**src/rtl/mips_alu_pkg.sv**
```systemverilog
// mips_alu_pkg: ALU control codes, MIPS opcode/funct constants and the decoded issue control bundle
package mips_alu_pkg;
    localparam logic [3:0] ALU_ADD = 4'b0000;
    localparam logic [3:0] ALU_SUB = 4'b0001;
    localparam logic [3:0] ALU_AND = 4'b0010;
    localparam logic [3:0] ALU_OR  = 4'b0011;
    localparam logic [5:0] OP_RTYPE = 6'h00;
    localparam logic [5:0] OP_BEQ   = 6'h04;
    localparam logic [5:0] OP_BNE   = 6'h05;
    localparam logic [5:0] OP_ADDI  = 6'h08;
    localparam logic [5:0] OP_ADDIU = 6'h09;
    localparam logic [5:0] OP_ANDI  = 6'h0C;
    localparam logic [5:0] OP_ORI   = 6'h0D;
    localparam logic [5:0] OP_LW    = 6'h23;
    localparam logic [5:0] OP_SW    = 6'h2B;
    localparam logic [5:0] FN_ADD  = 6'h20;
    localparam logic [5:0] FN_ADDU = 6'h21;
    localparam logic [5:0] FN_SUB  = 6'h22;
    localparam logic [5:0] FN_SUBU = 6'h23;
    localparam logic [5:0] FN_AND  = 6'h24;
    localparam logic [5:0] FN_OR   = 6'h25;
    typedef struct packed {
        logic [3:0] alu_ctrl;
        logic       reg_write;
        logic       mem_read;
        logic       mem_write;
        logic       branch_eq;
        logic       branch_ne;
        logic       ovf_trap_en;
        logic       illegal;
    } issue_t;
endpackage

```
**src/rtl/alu_ctrl_decode.sv**
```systemverilog
// alu_ctrl_decode: combinational opcode/funct/imm16 decode into ALU control, operand 2 and destination
//   in:  opcode, funct, rt_data, imm16, rt_addr, rd_addr
//   out: ctl (issue_t control bundle), op2 (rt_data or extended imm16), dest (write-back register)
module alu_ctrl_decode
    import mips_alu_pkg::*;
#(
    parameter int DATA_W = 32,
    parameter int REG_W  = 5
) (
    input  logic [5:0]        opcode,
    input  logic [5:0]        funct,
    input  logic [DATA_W-1:0] rt_data,
    input  logic [15:0]       imm16,
    input  logic [REG_W-1:0]  rt_addr,
    input  logic [REG_W-1:0]  rd_addr,
    output issue_t            ctl,
    output logic [DATA_W-1:0] op2,
    output logic [REG_W-1:0]  dest
);
    logic [DATA_W-1:0] sext, zext;
    assign sext = {{(DATA_W-16){imm16[15]}}, imm16};
    assign zext = {{(DATA_W-16){1'b0}}, imm16};
    always_comb begin
        ctl = '0;
        ctl.alu_ctrl = ALU_ADD;
        op2 = rt_data;
        dest = '0;
        case (opcode)
            OP_RTYPE: begin
                case (funct)
                    FN_ADD, FN_ADDU: ctl.ovf_trap_en = funct == FN_ADD;
                    FN_SUB, FN_SUBU: begin
                        ctl.alu_ctrl = ALU_SUB;
                        ctl.ovf_trap_en = funct == FN_SUB;
                    end
                    FN_AND: ctl.alu_ctrl = ALU_AND;
                    FN_OR: ctl.alu_ctrl = ALU_OR;
                    default: ctl.illegal = 1'b1;
                endcase
                ctl.reg_write = !ctl.illegal;
                dest = ctl.illegal ? '0 : rd_addr;
            end
            OP_ADDI, OP_ADDIU: begin
                op2 = sext;
                dest = rt_addr;
                ctl.reg_write = 1'b1;
                ctl.ovf_trap_en = opcode == OP_ADDI;
            end
            OP_ANDI, OP_ORI: begin
                ctl.alu_ctrl = opcode == OP_ANDI ? ALU_AND : ALU_OR;
                op2 = zext;
                dest = rt_addr;
                ctl.reg_write = 1'b1;
            end
            OP_LW: begin
                op2 = sext;
                dest = rt_addr;
                ctl.reg_write = 1'b1;
                ctl.mem_read = 1'b1;
            end
            OP_SW: begin
                op2 = sext;
                ctl.mem_write = 1'b1;
            end
            OP_BEQ, OP_BNE: begin
                ctl.alu_ctrl = ALU_SUB;
                ctl.branch_eq = opcode == OP_BEQ;
                ctl.branch_ne = opcode == OP_BNE;
            end
            default: ctl.illegal = 1'b1;
        endcase
        // $zero is never a real write-back target
        ctl.reg_write = ctl.reg_write & (|dest);
    end
endmodule

```
**src/rtl/alu_issue_stage.sv**
```systemverilog
// alu_issue_stage: ID->EX issue stage, decodes ALU control/operands into a 2-entry skid-buffered bundle
//   in:  clk, reset (async, high), flush, in_valid, opcode, funct, rs_data, rt_data, imm16, rt_addr,
//        rd_addr, out_ready
//   out: in_ready (registered), out_valid, alu_ctrl, operand1, operand2, dest_reg, reg_write, mem_read,
//        mem_write, branch_eq, branch_ne, ovf_trap_en, illegal
module alu_issue_stage
    import mips_alu_pkg::*;
#(
    parameter int DATA_W = 32,
    parameter int REG_W  = 5
) (
    input  logic              clk,
    input  logic              reset,
    input  logic              flush,
    input  logic              in_valid,
    output logic              in_ready,
    input  logic [5:0]        opcode,
    input  logic [5:0]        funct,
    input  logic [DATA_W-1:0] rs_data,
    input  logic [DATA_W-1:0] rt_data,
    input  logic [15:0]       imm16,
    input  logic [REG_W-1:0]  rt_addr,
    input  logic [REG_W-1:0]  rd_addr,
    output logic              out_valid,
    input  logic              out_ready,
    output logic [3:0]        alu_ctrl,
    output logic [DATA_W-1:0] operand1,
    output logic [DATA_W-1:0] operand2,
    output logic [REG_W-1:0]  dest_reg,
    output logic              reg_write,
    output logic              mem_read,
    output logic              mem_write,
    output logic              branch_eq,
    output logic              branch_ne,
    output logic              ovf_trap_en,
    output logic              illegal
);
    typedef struct packed {
        issue_t              ctl;
        logic [DATA_W-1:0]   op1;
        logic [DATA_W-1:0]   op2;
        logic [REG_W-1:0]    dest;
    } bundle_t;
    issue_t            dec_ctl;
    logic [DATA_W-1:0] dec_op2;
    logic [REG_W-1:0]  dec_dest;
    bundle_t           in_b, out_q, skid_q;
    logic              skid_valid, accept, fire;
    alu_ctrl_decode #(.DATA_W(DATA_W), .REG_W(REG_W)) u_dec (
        .opcode  (opcode),
        .funct   (funct),
        .rt_data (rt_data),
        .imm16   (imm16),
        .rt_addr (rt_addr),
        .rd_addr (rd_addr),
        .ctl     (dec_ctl),
        .op2     (dec_op2),
        .dest    (dec_dest)
    );
    assign in_b   = {dec_ctl, rs_data, dec_op2, dec_dest};
    assign accept = in_valid & in_ready;
    assign fire   = out_valid & out_ready;
    // in_ready only drops when the skid captures, so accept and a full skid never coincide
    always_ff @(posedge clk or posedge reset) begin
        if (reset) begin
            out_valid  <= 1'b0;
            skid_valid <= 1'b0;
            in_ready   <= 1'b1;
            out_q      <= '0;
            skid_q     <= '0;
        end else if (flush) begin
            out_valid  <= 1'b0;
            skid_valid <= 1'b0;
            in_ready   <= 1'b1;
        end else if (!out_valid || fire) begin
            if (skid_valid || accept) out_q <= skid_valid ? skid_q : in_b;
            out_valid  <= skid_valid | accept;
            skid_valid <= 1'b0;
            in_ready   <= 1'b1;
        end else if (accept) begin
            skid_q     <= in_b;
            skid_valid <= 1'b1;
            in_ready   <= 1'b0;
        end
    end
    assign alu_ctrl    = out_q.ctl.alu_ctrl;
    assign operand1    = out_q.op1;
    assign operand2    = out_q.op2;
    assign dest_reg    = out_q.dest;
    assign reg_write   = out_q.ctl.reg_write;
    assign mem_read    = out_q.ctl.mem_read;
    assign mem_write   = out_q.ctl.mem_write;
    assign branch_eq   = out_q.ctl.branch_eq;
    assign branch_ne   = out_q.ctl.branch_ne;
    assign ovf_trap_en = out_q.ctl.ovf_trap_en;
    assign illegal     = out_q.ctl.illegal;
endmodule

```
**config.mk**
```make
export PLATFORM = sky130hd
export DESIGN_NAME = alu_issue_stage
export DESIGN_NICKNAME = d
export VERILOG_FILES = /design/src/rtl/mips_alu_pkg.sv /design/src/rtl/alu_ctrl_decode.sv /design/src/rtl/alu_issue_stage.sv
export SDC_FILE = /design/constraint.sdc
export NUM_CORES = 1
export LEC_CHECK = 0
export CORE_MARGIN = 5
export CORE_UTILIZATION = 51
export CTS_BUF_LIST = sky130_fd_sc_hd__clkbuf_4
export CTS_CLUSTER_DIAMETER = 200
export CTS_CLUSTER_SIZE = 25
export DETAILED_ROUTE_END_ITERATION = 16
export HOLD_SLACK_MARGIN = 0.1
export PLACE_DENSITY = 0.82
export SYNTH_ARGS = -nofsm -noshare
export SYNTH_HDL_FRONTEND = slang
export SYNTH_SLANG_ARGS = --single-unit
```
**constraint.sdc**
```tcl
create_clock -name clk -period 5.3 [get_ports clk]
set_input_delay 0.53 -clock clk [delete_from_list [all_inputs] [get_ports clk]]
set_output_delay 0.53 -clock clk [all_outputs]
set_load 0.02 [all_outputs]
```
==> results.md, run 1 <==
- The run finished with clean final reports.
- Before antenna repair, the detailed router went through 7 iterations.
- Summed over all cells, the static leakage comes to 4.05 nW.
- Of the post-synthesis cell area, the dominant cell type holds 0.539.
- The synthesized-area fraction occupied by ao, oa, aoi and oai cells was 0.203.
- The TritonCTS buffer count is 17.
- For this run, the post-layout net count is between 1000 and 1500.
- After synthesis, the largest family of logic cells by area is compound AO/OA/AOI/OAI gates.
- Entering global routing, the biggest net connects between 100 and 150 pins.
- The final standard cell utilization of the core is 0.683.
- The floorplan step defined a die boundary enclosing 16900 um^2.
- The number of core rows is 43.
- The share of synthesized flip-flops with an asynchronous set or reset is 1.00.
- The worst slack at placement is 2.07 ns.
- Routability-driven placement finished with a final weighted congestion of 0.807.
- Of all cell types, the one taking the most synthesized area is sky130_fd_sc_hd__dfrtp_1.
- The number of nets with antenna violations after routing is 0.
- Clock tree synthesis selected as its root buffer the cell sky130_fd_sc_hd__clkbuf_4.
- The via count of the first global-routing pass came to around 6000.
- In the final routed layout, each cell accounts on average for around 17 um.
- The transition at the pin with the smallest max-transition slack is between 1 and 1.5 ns.
- The most instantiated flip-flop cell in the synthesis netlist is sky130_fd_sc_hd__dfrtp_1.
- The detailed-route vias per instance is 5.52.
- The class of the worst hold path is in2async.
- Port buffering added 186 buffers.
- The overall fraction of global-route tracks in use is 0.230.
- The detailed-route wire length is about 19000 um.
- Setup violations remaining at the end of the flow were counted as 0.
- Compared with the post-synthesis result, the final layout area differs by 30.4%.
- For this configuration, the core starts out at a cell density of 0.524.
- The sequential-to-total area share from yosys stat is 0.543.
- The buffer levels on the longest clock path is 2.
- Yosys printed 0 warnings.
- On the worst path, the slowest cell contributes a delay of 0.91 ns.
- The critical path capture point type is a register.
- The synthesized instance count is 800.
- The vertical die dimension is approximately 130 um.
- Yosys mapped a number of flops with a built-in enable equal to 0.
- The number of clock sinks is 159.
- The routed layout has between 6000 and 7000 vias.
- The flip-flop count of the largest register, all copies and words added is 78.
- Measured along the x axis, the die boundary spans 130 um.
- The share of final-layout standard cells stronger than drive strength 1 is 0.0594.
- The core area is 14000 um^2.
- TritonCTS built the clock tree.
- The post-detailed-route DRC marker count is 0.
- The number of different library cells in the post-synthesis netlist is 47.
- The signal on the critical path passes through clkdlybuf4s50_1 > nor3_1 > and4_1 > a221oi_1 > o21ai_0.
- The first routing iteration left 535 violations.
- The worst-case vdd ir drop is 145 uV.
- The total negative setup slack is 0 ns.
- Of the total synthesized cell area, the portion taken by XOR and XNOR cells is 0.
- The post-CTS resize count is 0.
- The worst setup skew after layout is 0.0160 ns.
- In the layout the commonest cells are sky130_fd_sc_hd__nand2_1, sky130_fd_sc_hd__clkdlybuf4s50_1, sky130_fd_sc_hd__dfrtp_1.
- Of the total synthesized cell area, the portion taken by AND, OR, NAND and NOR gates is 0.170.
- The hold violation count in the final report is 0.
- The worst path setup slack after routing is 2.61 ns.
- The first global-routing pass estimated 31000 um of wire.
- The max-cap violation count is 0.
- The wire-length estimate of the detail-placed layout is between 10000 and 15000 um.
- Subtracting the final worst setup slack from the clock period gives 2.69 ns.
- Of the total synthesized cell area, the portion taken by full adders, half adders and majority gates is 0.
- The synthesized area divided by synthesized cell count is between 9 and 10 um^2.
- The number of flip-flops and latches in the synthesized netlist is ~160.
- Leaving out fill and tap cells, the most frequent cell in the layout is sky130_fd_sc_hd__nand2_1.
- The largest individual stage delay along the critical path comes from the cell sky130_fd_sc_hd__clkdlybuf4s50_1.
- After synthesis, the cell types taking the most area are sky130_fd_sc_hd__dfrtp_1, sky130_fd_sc_hd__nand2_1, sky130_fd_sc_hd__o21ai_0.
- Setup repair after global routing left no endpoint under its margin.
- The post-synthesis instance area is 7330 um^2.
- The startpoint-to-endpoint class of the critical path is in2reg.
- Hold repair after CTS inserted 0 buffers.
- The post-synthesis mux area share is 0.0437.
- The number of pins with negative max-slew slack in the final report came to 0.
- The clock latency on the worst-skew pair is 0.55 ns.
- Buffers added to address setup during post-CTS repair amount to 0.
- Power spread over the standard cell area amounts to 332 nW/um^2.
- Derived from the worst setup path, the maximum achievable clock frequency is 371 MHz.
- Data on the critical path is required at its endpoint by around 5.8 ns.
- The H-tree was split into 4 levels.
- STA classifies the critical path startpoint as an input port.
- The number of antenna violations at the first check in global routing is 2.
- For this run the aggregate overflow at the end of global routing stands at 0.
- The final period utilization is 0.508.
- The worst pin sits at a relative slew slack of 0.239.
- In this run the count of I/O pins placed on the die edge is 189.
- The largest driver fanout on the critical path is 24.
- More flip-flops sit in one register than any other, and that register is skid_q.
- For the worst setup path, the data arrival time is 3.17 ns.
- After clock tree synthesis, the clock-pin slew on the worst setup and hold paths is 0.12 ns.
per-stage QoR:
stage	power (mW)	std cells	hold WS (ns)	area [um^2]
after detailed placement	2.38	1109	0.462	9230
after global placement	2.35	1109	0.446	9230
after global routing	3.36	1141	0.461	9560
after CTS	3.20	1140	0.418	9560
final	3.17	1141	0.414	9560
after floorplan	1.99	801	0.433	7340
per-layer routing:
layer	routed length [um]	track usage
met3	1270	0.0606
met2	9010	0.357
met1	8410	0.319
met5	11	0
met4	354	0.0752
cell type report:
cell class | count | area [um^2]
flip-flops and latches | 159 | 3980
fillers | 1141 | 4430
clock inverters | 14 | 198
repair buffers | 193 | 1910
well taps | 180 | 225
clock buffers | 17 | 128
multi-input cells | 572 | 3090
inverters | 5 | 23.8
diodes | 1 | 2.50
worst max-delay path: cells and delay by family:
| family | cells | cell delay [ns] |
|---|---|---|
| AOI/OAI and AO/OA | 2 | 0.37 |
| and+or+nand+nor | 2 | 1.36 |
| buffers and inverters | 1 | 0.91 |
synthesized netlist by cell type (all sizes together) (2+ instances only):
cell type and count:
a211oi 17, a21boi 2, a21oi 27, a221oi 29, a22oi 15, buf 16
clkbuf 49, dfrtp 158, inv 5, mux2i 32, nand2 218, nand2b 2
nand3 3, nand4b 2, nor2 42, nor2b 16, nor3 6, nor3b 2
nor4b 2, o211ai 2, o21a 2, o21ai 130, o31ai 3, o41ai 2
or4 2
cells by family (layout without fill, tap and decap cells):
kind of cell / Yosys count / count (layout)
AO/OA/AOI/OAI: 237 / 237
buffers and inverters: 70 / 229
flip-flops: 159 / 159
multiplexers: 32 / 32
other: 1 / 3
AND/OR/NAND/NOR: 301 / 301
path summary, 6_finish.rpt:
| check | from | end | slack (ns) | cells past startpoint |
|---|---|---|---|---|
| max | opcode[4] | dest_reg[3] | 2.61 | 5 |
| min | reset | operand2[23] | 0.41 | 2 |
| max reg2reg | out_valid | skid_q[33] | 2.83 | 5 |
| min reg2reg | skid_q[43] | skid_q[43] | 0.49 | 2 |
| max in group asynchronous | reset | skid_q[46] | 3.74 | 3 |
| min in group clk | skid_q[43] | skid_q[43] | 0.49 | 2 |
power breakdown:
part           internal [mW]  switching (mW)  leakage [nW]
Combinational          0.370           0.407          1.90
Clock                  0.411           0.414         0.173
Sequential              1.44           0.128          1.98
No activity file was read; power rests on OpenSTA's default activity.
==> run 2, diff against run 1 <==
Clock period 5.3 ns to 2.8 ns, I/O delays scaled along.
==> run 2 against run 1 <==
  * Sequential cell count stayed put
  * Via count up 1.9%
  * Clock power up 65%
  * Die area is the same
  * Global-route usage up 0.50 points
  * First-iteration DRC count increased by 2.1%
  * Setup slack got worse by 1.9 ns
  * Sequential power rose by 89%
  * Combinational power increased by 94%
==> results.md, run 2 (synthesized netlist as in run 1, its figures left out) <==
- The global-route congestion overflow total is 0 (unchanged).
- The highest cell delay on the worst timing path came to 0.63 ns (was 0.91 ns).
- The final net count came to 1071 (was 1055).
- The number of antenna violations at the first check in global routing came to 1 (was 2).
- The area of the die is 16900 um^2 (unchanged).
- The internal power was 3.98 mW (was 2.22 mW).
- The static leakage power is 4.13 nW (was 4.05 nW).
- The share of final-layout standard cells stronger than drive strength 1 was 0.0757 (was 0.0594).
- The final setup violation count was 0 (unchanged).
- The worst setup skew after layout is 0.0135 ns (was 0.0160 ns).
- The endpoint arrival time on the critical path is 1.79 ns (was 3.17 ns).
- The class of the worst hold path is in2async (unchanged).
- The core area came to 14000 um^2 (unchanged).
- The final cell count without fillers is 1158 (was 1141).
- Setup repair after global routing missed its margin: no (unchanged).
- The critical path capture point type is an output pin (was register).
- The number of buffer and inverter instances along the worst setup path came to 1 (unchanged).
- The post-layout minimum cycle time is 2.07 ns.
- The detailed-route vias per instance is 5.54 (was 5.52).
- The placed wire-length estimate after detailed placement is 13000 um (was 12200 um).
- The cell count after placement is 1125 (was 1109).
- The cell with the largest stage delay on the worst path is sky130_fd_sc_hd__clkdlybuf4s50_1 (unchanged).
- The vertical die dimension came to 130 um (unchanged).
- Cells along the critical path: clkdlybuf4s50_1 (was clkdlybuf4s50_1 > nor3_1 > and4_1 > a221oi_1 > o21ai_0).
- The flip-flop count of the largest register, all copies and words added is 78 (unchanged).
- The max-cap violation count was 0 (unchanged).
- The final period utilization is 0.739.
- The clock root buffer is sky130_fd_sc_hd__clkbuf_4 (unchanged).
- The buffer levels on the longest clock path came to 2 (unchanged).
- The hold violation count in the final report is 0 (unchanged).
- The startpoint-to-endpoint class of the critical path is reg2out (was in2reg).
- The total vias in the final route is 6417 (was 6300).
- The maximum number of pins on one net before global-route repair was 85 (was 109).
- The worst-case vdd ir drop is 294 uV (was 145 uV).
- The transition at the pin with the smallest max-transition slack is 0.906 ns (was 1.14 ns).
- The via count of the first global-routing pass is 6328 (was 6134).
- Result of the run: complete, no violations (unchanged).
- The kind of cell with the highest combined delay on the critical path was buffers and inverters (was simple AND/OR/NAND/NOR gates).
- The remaining max-slew budget at the tightest pin was 0.395 (was 0.239).
- The number of core rows came to 43 (unchanged).
- The number of clock sinks is 159 (unchanged).
- The wire length per cell after detailed routing is 16.7 um (about the same).
- The total negative setup slack came to 0 ns (unchanged).
- The post-detailed-route DRC marker count is 0 (unchanged).
- The critical path data required time is 2.52 ns (was 5.77 ns).
- The first-pass GRT wire length was 31500 um (was 31000 um).
- The post-CTS resize count is 0 (unchanged).
- The startpoint type of the worst setup path was a register (was input port).
- The clock latency on the worst-skew pair is 0.56 ns (was 0.55 ns).
- The most frequent standard cell in the layout excluding fill and tap cells is sky130_fd_sc_hd__nand2_1 (unchanged).
- The number of filler instances in the final layout came to 1133 (was 1141).
- The post-CTS setup buffer count is 0 (unchanged).
- The power share of the combinational group came to 0.259 (was 0.245).
- The net switching share of the total power was 0.318 (was 0.299).
- The number of pins with negative max-slew slack in the final report is 0 (unchanged).
- The detailed-router iteration count before antenna repair is 5 (was 7).
- The number of nets with antenna violations after routing is 0 (unchanged).
- The initial cell density of the core is 0.524 (unchanged).
- The detailed-route wire length is 19400 um (was 19100 um).
- The depth of the CTS H-tree is 4 (unchanged).
- The net switching power of the design is 1.86 mW (was 949 uW).
- The areal power density over the cells is 601 nW/um^2 (was 332 nW/um^2).
- The total I/O pin count is 189 (unchanged).
- The die span in x is 130 um (unchanged).
- The number of DRC markers after the initial detailed-route iteration is 546 (was 535).
- The register with the most flip-flops is skid_q (unchanged).
- The cts-stage hold buffer count is 0 (unchanged).
- The clock tree from TritonCTS is done (unchanged).
- The maximum clock frequency is 483 MHz.
- The port buffer count is 186 (unchanged).
- The clock-pin transition on the worst setup and hold timing paths came to 0.13 ns (was 0.12 ns).
- The sequential power share is 0.508 (was 0.495).
- The TritonCTS buffer count was 17 (unchanged).
- The overall fraction of global-route tracks in use is 0.235 (was 0.230).
- The area overhead of the layout relative to synthesis was 32.7% (was 30.4%).
- The share of power burned in the clock network came to 0.233 (was 0.260).
- Commonest non-fill, non-tap cells in the layout: sky130_fd_sc_hd__nand2_1, sky130_fd_sc_hd__clkdlybuf4s50_1, sky130_fd_sc_hd__dfrtp_1 (unchanged).
- The largest driver fanout on the critical path is 5 (was 24).
- The global placement routability congestion is 0.822 (was 0.807).
==> run 2: cell type report <==
class	count	area (um^2)	share of cell area
diodes	1	2.50	0.000257
clock inverters	15	146	0.0150
multi-input cells	572	3090	0.317
inverters	5	22.5	0.00232
repair buffers	209	2130	0.219
flip-flops and latches	159	3980	0.410
clock buffers	17	128	0.0131
well taps	180	225	0.0232
==> run 2: metal layers <==
metal  vias up  track usage  wire length [um]  part of all wire
met3        23       0.0733              1400             0.072
met4         0       0.0703               384             0.020
met1      3086        0.315              8330              0.43
met5         -            0                 0                 0
li1       3106            -                 -                 -
met2       202        0.372              9250              0.48
==> run 2: power groups by stage <==
stage / Sequential, mW / Clock, mW / Combinational [mW]
floorplan: 3.20 / 0 / 0.563
global route: 3.03 / 1.48 / 1.67
global placement: 3.00 / 0 / 1.49
CTS: 2.97 / 1.37 / 1.53
finish: 2.97 / 1.36 / 1.51
detailed placement: 3.01 / 0 / 1.53
==> run 2: worst paths after layout <==
path | startpoint | cells past startpoint | slack (ns) | end
worst max-delay path | in_ready | 1 | 0.73 | in_ready
worst min-delay path | reset | 2 | 0.14 | skid_q[62]
worst max register to register | out_valid | 4 | 0.79 | skid_q[35]
worst min register to register | skid_q[77] | 2 | 0.48 | skid_q[77]
max in group asynchronous | reset | 3 | 1.98 | skid_q[45]
min in group clk | rs_data[2] | 3 | 0.26 | skid_q[39]
==> run 2: per-stage QoR <==
step	cell area (um^2)	hold slack [ns]	power (mW)	util	worst slack, ns
after floorplan	7340	0.343	3.76	-	0.506
after detailed placement	9450	0.455	4.54	0.676	0.392
after CTS	9730	0.119	5.87	0.695	0.690
final	9730	0.136	5.84	0.695	0.731
after global routing	9730	0.143	6.18	0.695	0.618
after global placement	9450	0.444	4.48	0.676	0.454
==> run 3, diff against run 2 <==
Settings changed: CORE_UTILIZATION 51 to 46, PLACE_DENSITY 0.82 to 0.78.
Clock period 2.8 ns to 1.9 ns, I/O delays scaled along.
==> run 3 against run 2 <==
  * Final cell count is 5.2% higher
  * Clock skew increased by 0.0071 ns
  * Sequential cell count unchanged
  * Via count rose by 1.2%
  * Cell area is 3.4% higher
  * Die area increased by 10%
  * Worst hold slack improved by 0.014 ns
  * Utilization decreased by 5.8 points
  * Setup slack worse by 0.64 ns
  * Total power rose by 46%
  * Sequential power grew 47%
  * Global-route usage decreased by 1.8 points
  * Critical endpoint is now mem_read
==> results.md, run 3 (synthesized netlist as in run 1, its figures left out) <==
- The core area is 15800 um^2 (was 14000 um^2).
- The vertical die dimension is 136 um (was 130 um).
- The post-layout minimum cycle time is 1.81 ns.
- The clock root buffer is sky130_fd_sc_hd__clkbuf_4 (unchanged).
- The share of final-layout standard cells stronger than drive strength 1 was 0.101 (was 0.0757).
- The post-CTS setup buffer count is 0 (unchanged).
- The area overhead of the layout relative to synthesis came to 37.1% (was 32.7%).
- The hold violation count in the final report came to 0 (unchanged).
- The class of the worst hold path is in2reg (was in2async).
- The detailed-route vias per instance is 5.33 (was 5.54).
- The number of nets with antenna violations after routing was 0 (unchanged).
- The maximum number of pins on one net before global-route repair came to 52 (was 85).
- The setup slack of the most critical reg-to-reg path is 0.22 ns (was 0.79 ns).
- The antenna cell count is 0 (was 1).
- The startpoint-to-endpoint class of the critical path is reg2out (unchanged).
- The flip-flop count of the largest register, all copies and words added came to 78 (unchanged).
- The critical path data required time was 1.71 ns (was 2.52 ns).
- The number of clock sinks was 159 (unchanged).
- The launch point of the worst reg-to-reg path was in_ready (was out_valid).
- The global-route congestion overflow total is 0 (unchanged).
- The worst setup skew after layout came to 0.0206 ns (was 0.0135 ns).
- The worst-case reg-to-reg path depth is 5 (was 4).
- Commonest non-fill, non-tap cells in the layout: sky130_fd_sc_hd__nand2_1, sky130_fd_sc_hd__clkdlybuf4s50_1, sky130_fd_sc_hd__dfrtp_1 (unchanged).
- The detailed-router iteration count before antenna repair is 5 (unchanged).
- The total I/O pin count is 189 (unchanged).
- The final setup violation count is 0 (unchanged).
- The depth of the CTS H-tree was 4 (unchanged).
- The detailed-route wire length is 19800 um (was 19400 um).
- The areal power density over the cells is 849 nW/um^2 (was 601 nW/um^2).
- The capture endpoint of the worst hold path is skid_q[48].
- The clock tree from TritonCTS is done (unchanged).
- The critical path capture point type is an output pin (unchanged).
- The register with the most flip-flops is skid_q (unchanged).
- The post-detailed-route DRC marker count is 0 (unchanged).
- The clock latency on the worst-skew pair is 0.57 ns (was 0.56 ns).
- Cells along the critical path: clkdlybuf4s50_1 (unchanged).
- The final net count is 1096 (was 1071).
- The clock-pin transition on the worst setup and hold timing paths came to 0.16 ns (was 0.13 ns).
- The startpoint type of the worst setup path is a register (unchanged).
- The initial cell density of the core came to 0.465 (was 0.524).
- The port buffer count came to 186 (unchanged).
- The number of buffer and inverter instances along the worst setup path is 1 (unchanged).
- The static leakage power was 4.28 nW (was 4.13 nW).
- The via count of the first global-routing pass is 6317 (was 6328).
- The wire length per cell after detailed routing is 16.2 um (was 16.7 um).
- The first-pass GRT wire length is 32100 um (was 31500 um).
- The cell with the largest stage delay on the worst path was sky130_fd_sc_hd__clkdlybuf4s50_1 (unchanged).
- The endpoint arrival time on the critical path came to 1.62 ns (was 1.79 ns).
- The largest driver fanout on the critical path came to 2 (was 5).
- The overall fraction of global-route tracks in use is 0.218 (was 0.235).
- The total vias in the final route is 6497 (was 6417).
- The placed wire-length estimate after detailed placement is 13700 um (was 13000 um).
- The number of DRC markers after the initial detailed-route iteration is 496 (was 546).
- The total area of multi-input combinational cells is 3090 um^2 (unchanged).
- The number of filler instances in the final layout is 1311 (was 1133).
- The footprint of the flip-flops and latches is 3980 um^2 (unchanged).
- The launching element of the worst setup path is mem_read (was in_ready).
- The maximum clock frequency is 553 MHz.
- The worst hold path was traced through 3 stages.
- Setup repair after global routing missed its margin: no (unchanged).
- The number of pins with negative max-slew slack in the final report is 0 (unchanged).
- The final standard cell utilization of the core was 0.638 (was 0.695).
- The buffer levels on the longest clock path is 2 (unchanged).
- The die span in x was 136 um (was 130 um).
- The highest cell delay on the worst timing path is 0.63 ns (about the same).
- The most frequent standard cell in the layout excluding fill and tap cells is sky130_fd_sc_hd__nand2_1 (unchanged).
- The worst-case vdd ir drop is 427 uV (was 294 uV).
- The max-cap violation count was 0 (unchanged).
- The number of antenna violations at the first check in global routing is 0 (was 1).
- The final period utilization is 0.952.
- The global placement routability congestion was 0.797 (was 0.822).
- The kind of cell with the highest combined delay on the critical path was buffers and inverters (unchanged).
- The total negative setup slack is 0 ns (unchanged).
- The startpoint of the tightest hold check path is rs_data[11].
- The TritonCTS buffer count is 17 (unchanged).
- The number of core rows was 46 (was 43).
- Result of the run: complete, no violations (unchanged).
- The destination of the worst register-to-register timing path is operand1[0] (was skid_q[35]).
- The area of the die is 18600 um^2 (was 16900 um^2).
==> run 3: layer usage <==
| layer | up-vias | global-route usage | wire, um |
|---|---|---|---|
| li1 | 3156 | - | - |
| met1 | 3085 | 0.296 | 8690 |
| met2 | 226 | 0.349 | 9440 |
| met3 | 30 | 0.0433 | 1230 |
| met4 | 0 | 0.0756 | 417 |
| met5 | - | 0 | 0 |
==> run 3: worst min-delay path: stages <==
cell	delay [ns]
sky130_fd_sc_hd__clkdlybuf4s50_1	0.41
sky130_fd_sc_hd__nand2_1	0.06
sky130_fd_sc_hd__nand2_1	0.04
==> run 3: worst max-delay path by stage <==
stage / depth (start not counted) / slack [ns] / endpoint
floorplan: 1 / -0.30 / alu_ctrl[0]
global placement: 6 / -0.14 / operand2[1]
detailed placement: 6 / -0.21 / operand2[9]
CTS: 1 / 0.02 / mem_read
global route: 1 / 0.003 / mem_read
finish: 1 / 0.09 / mem_read
==> run 3: power by group <==
group	switching, mW	internal (mW)
sequential	0.347	4.02
combinational	1.16	1.11
clock	1.33	0.556
==> run 3: timing repair <==
| item | in CTS | in global routing |
|---|---|---|
| hold buffers | 1 | 0 |
| hold endpoints to repair | 8 | 0 |
| endpoints found under the setup margin | 1 | 0 |
| gates resized for setup | 1 | 0 |
==> run 3: cell type report <==
cell class,count,share of cell area
clock buffers,17,0.0127
well taps,216,0.0269
repair buffers,234,0.242
flip-flops and latches,159,0.396
multi-input cells,572,0.307
clock inverters,15,0.0128
inverters,5,0.00224
==> run 3: per-stage QoR <==
step                cell area (um^2)  power [mW]  setup WS [ns]  std cells  hold WS [ns]
finish                         10100        8.53         0.0921       1218         0.151
floorplan                       7340        5.54         -0.304        801         0.253
global placement                9790        6.65         -0.136       1185         0.444
global route                   10100        9.03        0.00309       1218         0.122
CTS                            10100        8.62         0.0193       1218         0.103
detailed placement              9790        6.73         -0.212       1185         0.458
